===== config.mk =====
export PLATFORM = sky130hd
export DESIGN_NAME = fetch_queue
export DESIGN_NICKNAME = d
export VERILOG_FILES = /design/src/rtl/fetch_queue.sv
export SDC_FILE = /design/constraint.sdc
export NUM_CORES = 1
export LEC_CHECK = 0
export ABC_CLOCK_PERIOD_IN_PS = 4300
export BUFFER_PORTS_ARGS = -buffer_cell sky130_fd_sc_hd__buf_2
export CORE_MARGIN = 2
export CORE_UTILIZATION = 52
export CTS_CLUSTER_DIAMETER = 60
export DETAILED_ROUTE_END_ITERATION = 12
export PLACE_DENSITY = 0.76
export REMOVE_ABC_BUFFERS = 1
export SETUP_SLACK_MARGIN = 0.2
export SLEW_MARGIN = 20
export SYNTH_ARGS = -nofsm -noshare
export SYNTH_HDL_FRONTEND = slang
export SYNTH_SLANG_ARGS = --single-unit

===== constraint.sdc =====
create_clock -name clk -period 4.3 [get_ports clk]
set_input_delay 0.215 -clock clk [delete_from_list [all_inputs] [get_ports clk]]
set_output_delay 0.215 -clock clk [all_outputs]
set_load 0.01 [all_outputs]

===== src/rtl/fetch_queue.sv =====
`default_nettype none
// ============================================================================
//  Module      : fetch_queue
//  Description : Instruction FIFO between fetch and decode with one-cycle flush.
//  Revision    : 1.0 - initial release
// ============================================================================
module fetch_queue #(
    parameter int          DEPTH     = 4,
    parameter logic [31:0] NOP_INSTR = 32'h0000_0013
) (
    input  logic                      clk,
    input  logic                      rst,
    input  logic                      flush,
    input  logic                      push_valid,
    input  logic [31:0]               push_pc,
    input  logic [31:0]               push_instr,
    output logic                      push_ready,
    output logic                      deq_valid,
    output logic [31:0]               deq_pc,
    output logic [31:0]               deq_instr,
    input  logic                      deq_ready,
    output logic [$clog2(DEPTH):0]    count
);

    localparam int                 PTR_W     = $clog2(DEPTH);
    localparam int                 CNT_W     = PTR_W + 1;
    localparam logic [CNT_W-1:0]   C_FULL    = CNT_W'(DEPTH);
    localparam logic [CNT_W-1:0]   C_CNT_ONE = CNT_W'(1);
    localparam logic [PTR_W-1:0]   C_PTR_ONE = PTR_W'(1);

    logic [31:0]      r_mem_pc    [DEPTH];
    logic [31:0]      r_mem_instr [DEPTH];
    logic [PTR_W-1:0] r_rd_ptr;
    logic [PTR_W-1:0] r_wr_ptr;
    logic [CNT_W-1:0] r_count;
    logic             w_push;
    logic             w_pop;

    // push_ready deliberately ignores deq_ready: no combinational decode->fetch path.
    assign push_ready = (r_count != C_FULL);
    assign deq_valid  = (r_count != '0);
    assign deq_pc     = deq_valid ? r_mem_pc[r_rd_ptr]    : 32'h0000_0000;
    assign deq_instr  = deq_valid ? r_mem_instr[r_rd_ptr] : NOP_INSTR;
    assign count      = r_count;

    assign w_push = push_valid & push_ready;
    assign w_pop  = deq_ready & deq_valid;

    // Entry storage carries no reset; validity is tracked by r_count alone.
    always_ff @(posedge clk) begin
        if (w_push && !flush && !rst) begin
            r_mem_pc[r_wr_ptr]    <= push_pc;
            r_mem_instr[r_wr_ptr] <= push_instr;
        end
    end

    always_ff @(posedge clk or posedge rst) begin
        if (rst) begin
            r_rd_ptr <= '0;
            r_wr_ptr <= '0;
            r_count  <= '0;
        end else if (flush) begin
            r_rd_ptr <= '0;
            r_wr_ptr <= '0;
            r_count  <= '0;
        end else begin
            if (w_push) begin
                r_wr_ptr <= r_wr_ptr + C_PTR_ONE;
            end
            if (w_pop) begin
                r_rd_ptr <= r_rd_ptr + C_PTR_ONE;
            end
            case ({w_push, w_pop})
                2'b10:   r_count <= r_count + C_CNT_ONE;
                2'b01:   r_count <= r_count - C_CNT_ONE;
                default: r_count <= r_count;
            endcase
        end
    end

`ifndef SYNTHESIS
    // Low count bits always equal the pointer distance; full implies equal pointers.
    always @(posedge clk) begin
        if (!rst) begin
            assert (r_count <= C_FULL);
            assert (r_count[PTR_W-1:0] == PTR_W'(r_wr_ptr - r_rd_ptr));
            assert ((r_count != C_FULL) || (r_wr_ptr == r_rd_ptr));
        end
    end
`endif

endmodule
`default_nettype wire


**Yosys cells after proc, flatten, opt, wreduce, memory -nomap -nowiden**

Memory sizes are Yosys's and may differ from the RTL's.
Cells that the tools add are included.
W data, S select, Z words.

- Register bits after elaboration: 7
- Bits in writable memories: 256
- Bits of input ports: 69
- Output and inout bits: 69
- Word-level logic and storage cells: 32
- Memories: 2

- $add $sub $neg: 4
- Equality and inequality tests: 3
- Multiplexer cells: 10
- Bitwise gates (word level): 2
- Reduce and logical (&&, ||, !) cells: 8

Memories:

| name | depth | width | read ports | clocked after Yosys merged registers in | write ports | RTL line | text |
|---|---|---|---|---|---|---|---|
| r_mem_instr | 4 | 32 | 1 | 0 | 1 | 32 | `logic [31:0] r_mem_instr [DEPTH];` |
| r_mem_pc | 4 | 32 | 1 | 0 | 1 | 31 | `logic [31:0] r_mem_pc [DEPTH];` |

Operators by type and width:

| cell | number |
|---|---|
| $mux W32 | 2 |
| $mux W2 | 4 |
| $pmux W3 S2 | 1 |
| $reduce_bool A3 Y1 | 2 |
| $add A2 B1 Y2 const B | 2 |
| $reduce_bool A2 Y1 | 2 |
| $add A3 B1 Y3 const B | 1 |
| $mux W3 | 1 |
| $ne A3 B3 Y1 const B | 1 |
| $sub A3 B1 Y3 const B | 1 |
| $and A1 B1 Y1 | 2 |
| $eq A2 B1 Y1 const B | 1 |
| $eq A2 B2 Y1 const B | 1 |
| $logic_and A1 B1 Y1 | 2 |
| $logic_not A1 Y1 | 2 |
| $mux W1 | 2 |

**Logic depth before layout (Yosys ltp)**

- Depth after elaboration: 6
- Depth in mapped cells: 8
- Mapped depth without buffers: 7

**Worst setup path before layout**

OpenSTA, ideal clock, no wires.

- Path kind: register to register
- Start point: register r_count[0], in the netlist count[0]
- End point: memory r_mem_instr[0][0], enable pin
- Library setup time: 0.487 ns
- Arrival: 3.883 ns
- Required time: 3.813 ns
- Setup slack: -0.069 ns
- Stages on the path, launching flop included: 5
- Buffers on the path: 1
- Clock period less this slack: 4.369 ns
- Path through: dfrtp_1 -> buf_2 -> nor3b_1 -> or4_1 -> nor2_1

- Longest elaborated chain between the ends: 6

Ends and longest elaborated chain:

| what | RTL line | text |
|---|---|---|
| start, declared | 35 | `logic [CNT_W-1:0] r_count;` |
| start signal, assigned | 74 | `2'b10: r_count <= r_count + C_CNT_ONE;` |
| start signal, assigned | 75 | `2'b01: r_count <= r_count - C_CNT_ONE;` |
| start signal, assigned | 76 | `default: r_count <= r_count;` |
| $ne A3 B3 Y1 | 40 | `assign push_ready = (r_count != C_FULL);` |
| $and A1 B1 Y1 | 46 | `assign w_push = push_valid & push_ready;` |
| $logic_and A1 B1 Y1 (2 in series) | 51 | `if (w_push && !flush && !rst) begin` |
| $mux W1 | 51 |  |
| $mux W1 (implied by the code) | 53 | `r_mem_instr[r_wr_ptr] <= push_instr;` |
| end, declared | 32 |  |

Every way passes these cells.

**Worst setup path after layout**

- Start point: register r_rd_ptr[0]
- End point: output port deq_pc[26]

- Longest elaborated chain between the ends: 2

Ends and longest elaborated chain:

| what | RTL line | text |
|---|---|---|
| start, declared | 33 | `logic [PTR_W-1:0] r_rd_ptr;` |
| start signal, assigned | 71 | `r_rd_ptr <= r_rd_ptr + C_PTR_ONE;` |
| $mem_v2 Z4 W32 | -- |  |
| $mux W32 | 42 | `assign deq_pc = deq_valid ? r_mem_pc[r_rd_ptr] : 32'h0000_0000;` |
| end, declared | 19 | `output logic [31:0] deq_pc,` |

Every way passes these cells.

==> results.txt <==
- Count of maximum capacitance violations: 0
- Routability cong.: 0.7609
* Type of destination of the critical path: output port
- Number of buffers inserted during clock tree synthesis: 26
- The count of endpoints failing hold in the final timing report was 0.
- Starting density of the core: 0.5276
- Std-Cell Rows: 51
- Sw Pwr: 1.669 mW
- For this run, the post-layout net count is 765.
* Drt via density: 5.412
- The startpoint identified for the worst register-to-register timing path is count[0]$_DFFE_PP0P_.
- DRC violation count after routing: 0
* IO buf count: 137
- Cell-by-cell trace of the critical path: buf_4, mux4_2, and2_1, buf_2
- In the post-synthesis netlist, the cell with the most instances is edfxtp_1.
- In this run the tightest slew margin relative to its limit is 0.3156.
- Detailed Route WL: 19690 um
- Via count of the first global-routing pass: 5662
- The run finished with clean final reports.
- The die is 144.3 um tall.
- Number of routed nets with antenna violations: 0
* Switching fraction of total power: 0.2567
- Synth area leader: edfxtp_1
- Via total after detailed routing: 5271
- The setup check on the worst reg-to-reg path leaves a slack of 1.42 ns.
- Across the VDD grid, the largest voltage drop is 412.3 uV.
* Clock sink count: 263
- Tightest Pin Transition: 1.027 ns
- Register clock-pin slew on the reported worst setup and hold paths: 0.06 ns
* Unrepaired setup endpoints after global routing: no
- Total count of max-transition violations in the final report: 0
* Area share of the largest cell type after synthesis: 0.7511
- After technology mapping, the gate count stands at 477.
- Summing all non-filler instances in the final layout gives an area of 12700 um^2.
* Slowest CP cell: dfrtp_4
- Count of antenna diodes in the layout: 0
- Count of pins on the block boundary: 138
- The synthesized design contains 263 register bits.
* Top cells by count, synth: 256 x edfxtp_1, 64 x mux4_2, 61 x and2_1
* Required time at the worst-slack endpoint: 4.09 ns
* Skew-Pair Late Insertion Delay: 0.51 ns
- The synthesized design contains 256 enable-type register cells.
- Buffer cell driving the clock tree root: clkbuf_16
- Based on the critical path, the design can be clocked at up to 330.7 MHz.
- Of the total power, registers draw 0.466.
- In the final layout, the share of cells above drive strength 1 is 0.3611.
- The initial antenna violation count came to 0.
* Arrival time worst endpoint: 2.81 ns
- The share of total power dissipated in combinational logic is 0.203.
- Post-route core utilization: 0.6549
- Capture point of the worst path: deq_pc[26]
- The most used flip-flop cell after synthesis is edfxtp_1.
* Number of non-filler instances in the completed layout: 974
* Setup-violating endpoint count in the final report: 0
- Part of the Yosys area used for sequential elements: 0.7682
- Overall die width: 144.3 um
- Deepest level of the CTS H-tree: 1
- After detailed routing, the average wire length per cell comes to 20.22 um.
* Setup Crit Path Kind: flip-flop to output port
- Maximum fanout along the worst path: 41
* Biggest cell delay along the critical path: 0.98 ns
- Worst reg2reg path endpoint: r_mem_instr[0][3]$_DFFE_PP_
- Power density over the cells: 511.8 nW/um^2
- Counting tap cells, the placed design contains a total of 862 instances.
- Core outline area: 19400 um^2
* GRT Residual Overflow: 0
* Source of the critical timing path: r_rd_ptr[0]$_DFFE_PP0P_
* Maximum number of pins on one net before global-route repair: 66
- The pre-antenna-repair detailed-routing pass consisted of 4 iterations.
* Pleak: 4.393 nW
- The internal portion of the total power is 4.832 mW.
- In the finished design, the share of the clock period the worst path needs comes to 0.7032.
- Counting cells, the worst reg-to-reg path comes to 4.
* Hold WC Path Type: primary input to flip-flop
- The die covers 20820 um^2.
* DPL Wire Length: 11070 um
- First-iteration detailed-routing DRC count: 360
- Number of distinct library cells after synthesis: 37
* Number of buffers between clock root and the deepest sink: 3
* Syn. warnings: 0
- Worst setup SP type: flip-flop
* Post-synthesis average cell area: 21.46 um^2
* CTS-repair resized insts: 0
- In the global route stage, overall resource usage came out at 0.1913.
* Area after detailed placement: 11220 um^2
* Clock network power share: 0.331
- Post-synthesis async set-or-reset flop share: 0.02662
* Main area contributors after synthesis: edfxtp_1 75%, mux4_2 14%, and2_1 3.7%, dfrtp_1 1.7%, buf_6 0.55%
* Global-route wire length before repair: 30060 um
- The mapped netlist covers 10230 um^2.
- Across the routed clock network, the largest skew measured is 0.007080 ns.
- Area overhead of the layout relative to synthesis: 24.12%
- Min Clock Period, post-route: 3.024 ns
- TritonCTS built the clock tree.
[worst min path at each step]
stage | start | cells after the start | endpoint | slack (ns)
after floorplan | rst | 1 | count[0]$_DFFE_PP0P_ | 0.02
after global placement | rst | 2 | count[2]$_DFFE_PP0P_ | 0.16
after detailed placement | rst | 2 | r_rd_ptr[0]$_DFFE_PP0P_ | 0.18
after CTS | push_valid | 3 | r_wr_ptr[1]$_DFFE_PP0P_ | 0.07
after global routing | push_valid | 3 | r_wr_ptr[0]$_DFFE_PP0P_ | 0.1
final | push_valid | 3 | r_wr_ptr[0]$_DFFE_PP0P_ | 0.09
[logic make-up (layout without fill, tap and decap cells)]
kind of cell | count (synthesis) | count (layout) | share of synthesized area
buf+inv | 38 | 270 | 0.01944
simple gates | 88 | 88 | 0.05135
mux | 64 | 64 | 0.1408
flops | 263 | 263 | 0.7682
xor+xnor | 3 | 3 | 0.002568
compound gates | 16 | 16 | 0.01076
fa+ha+maj | 5 | 5 | 0.006846
[layout by cell type (no fill, tap or decap), drive strengths merged]
cell	n
a311oi	1
xor2	2
and2	61
a211oi	1
o22ai	1
mux4	64
or3b	2
o311ai	1
bufinv	2
a21o	1
o41ai	1
o31ai	1
clkinv	10
edfxtp	256
or2	4
nand2b	2
fa	1
clkbuf	32
buf	146
clkinvlp	1
nor2	10
dlygate4sd3	66
o2111ai	1
ha	4
o21a	1
or4	1
nand3b	1
inv	13
nand2	1
a21oi	3
nor3	1
dfrtp	7
nand3	4
nor3b	1
o21ai	3
xnor2	1
a221oi	1
[power groups by stage]
stage,Sequential [mW],Clock [mW],Combinational (mW)
6_report,3.03,2.15,1.32
4_1_cts,3.04,2.20,1.35
5_1_grt,3.05,2.31,1.44
3_5_place_dp,3.09,0,1.29
3_3_place_gp,3.08,0,1.27
2_1_floorplan,3.09,0,0.780
[critical path: cells and delay by family (launching register included)]
| kind | cells | cell delay (ns) |
|---|---|---|
| buf+inv | 2 | 0.57 |
| flops | 1 | 0.98 |
| mux | 1 | 0.54 |
| simple gates | 1 | 0.19 |
[through the flow]
| stage | hold WS [ns] | worst slack (ns) | power, mW | TNS (ns) |
|---|---|---|---|---|
| final | 0.09420 | 1.276 | 6.501 | 0 |
| after detailed placement | 0.1771 | 1.442 | 4.381 | 0 |
| after global routing | 0.09968 | 1.040 | 6.799 | 0 |
| after floorplan | 0.01840 | -0.04733 | 3.865 | -12.12 |
| after global placement | 0.1622 | 1.539 | 4.352 | 0 |
| after CTS | 0.06582 | 1.154 | 6.580 | 0 |
[state kept, by name (all words and copies together), names as in the netlist]
| signal | flops |
|---|---|
| r_mem_instr | 128 |
| r_wr_ptr | 2 |
| r_rd_ptr | 2 |
| count | 3 |
| r_mem_pc | 128 |
[timing repair]
item / in CTS / in global routing
setup endpoints to repair: 0 / 0
buffers inserted: 0 / 0
hold buffers: 66 / 0
hold endpoints to repair: 269 / 0
[layout make-up]
cell class	count	area (um^2)
Clock inverter	14	132.6
Fill cell	1352	6695
Timing Repair Buffer	212	1426
Inverter	12	45.04
Sequential cell	263	7870
Tap cell	265	331.6
Clock buffer	32	694.4
Multi-Input combinational cell	176	2203
[routing by layer]
metal / vias up / share of wire / track usage / wire, um
li1: 2348 / - / - / -
met1: 2698 / 0.41 / 0.2485 / 7984
met2: 187 / 0.52 / 0.3335 / 10150
met3: 38 / 0.060 / 0.03775 / 1182
met4: 0 / 0.019 / 0.05263 / 371
met5: - / 0 / 0 / 0
(Power assumes the default switching activity.)
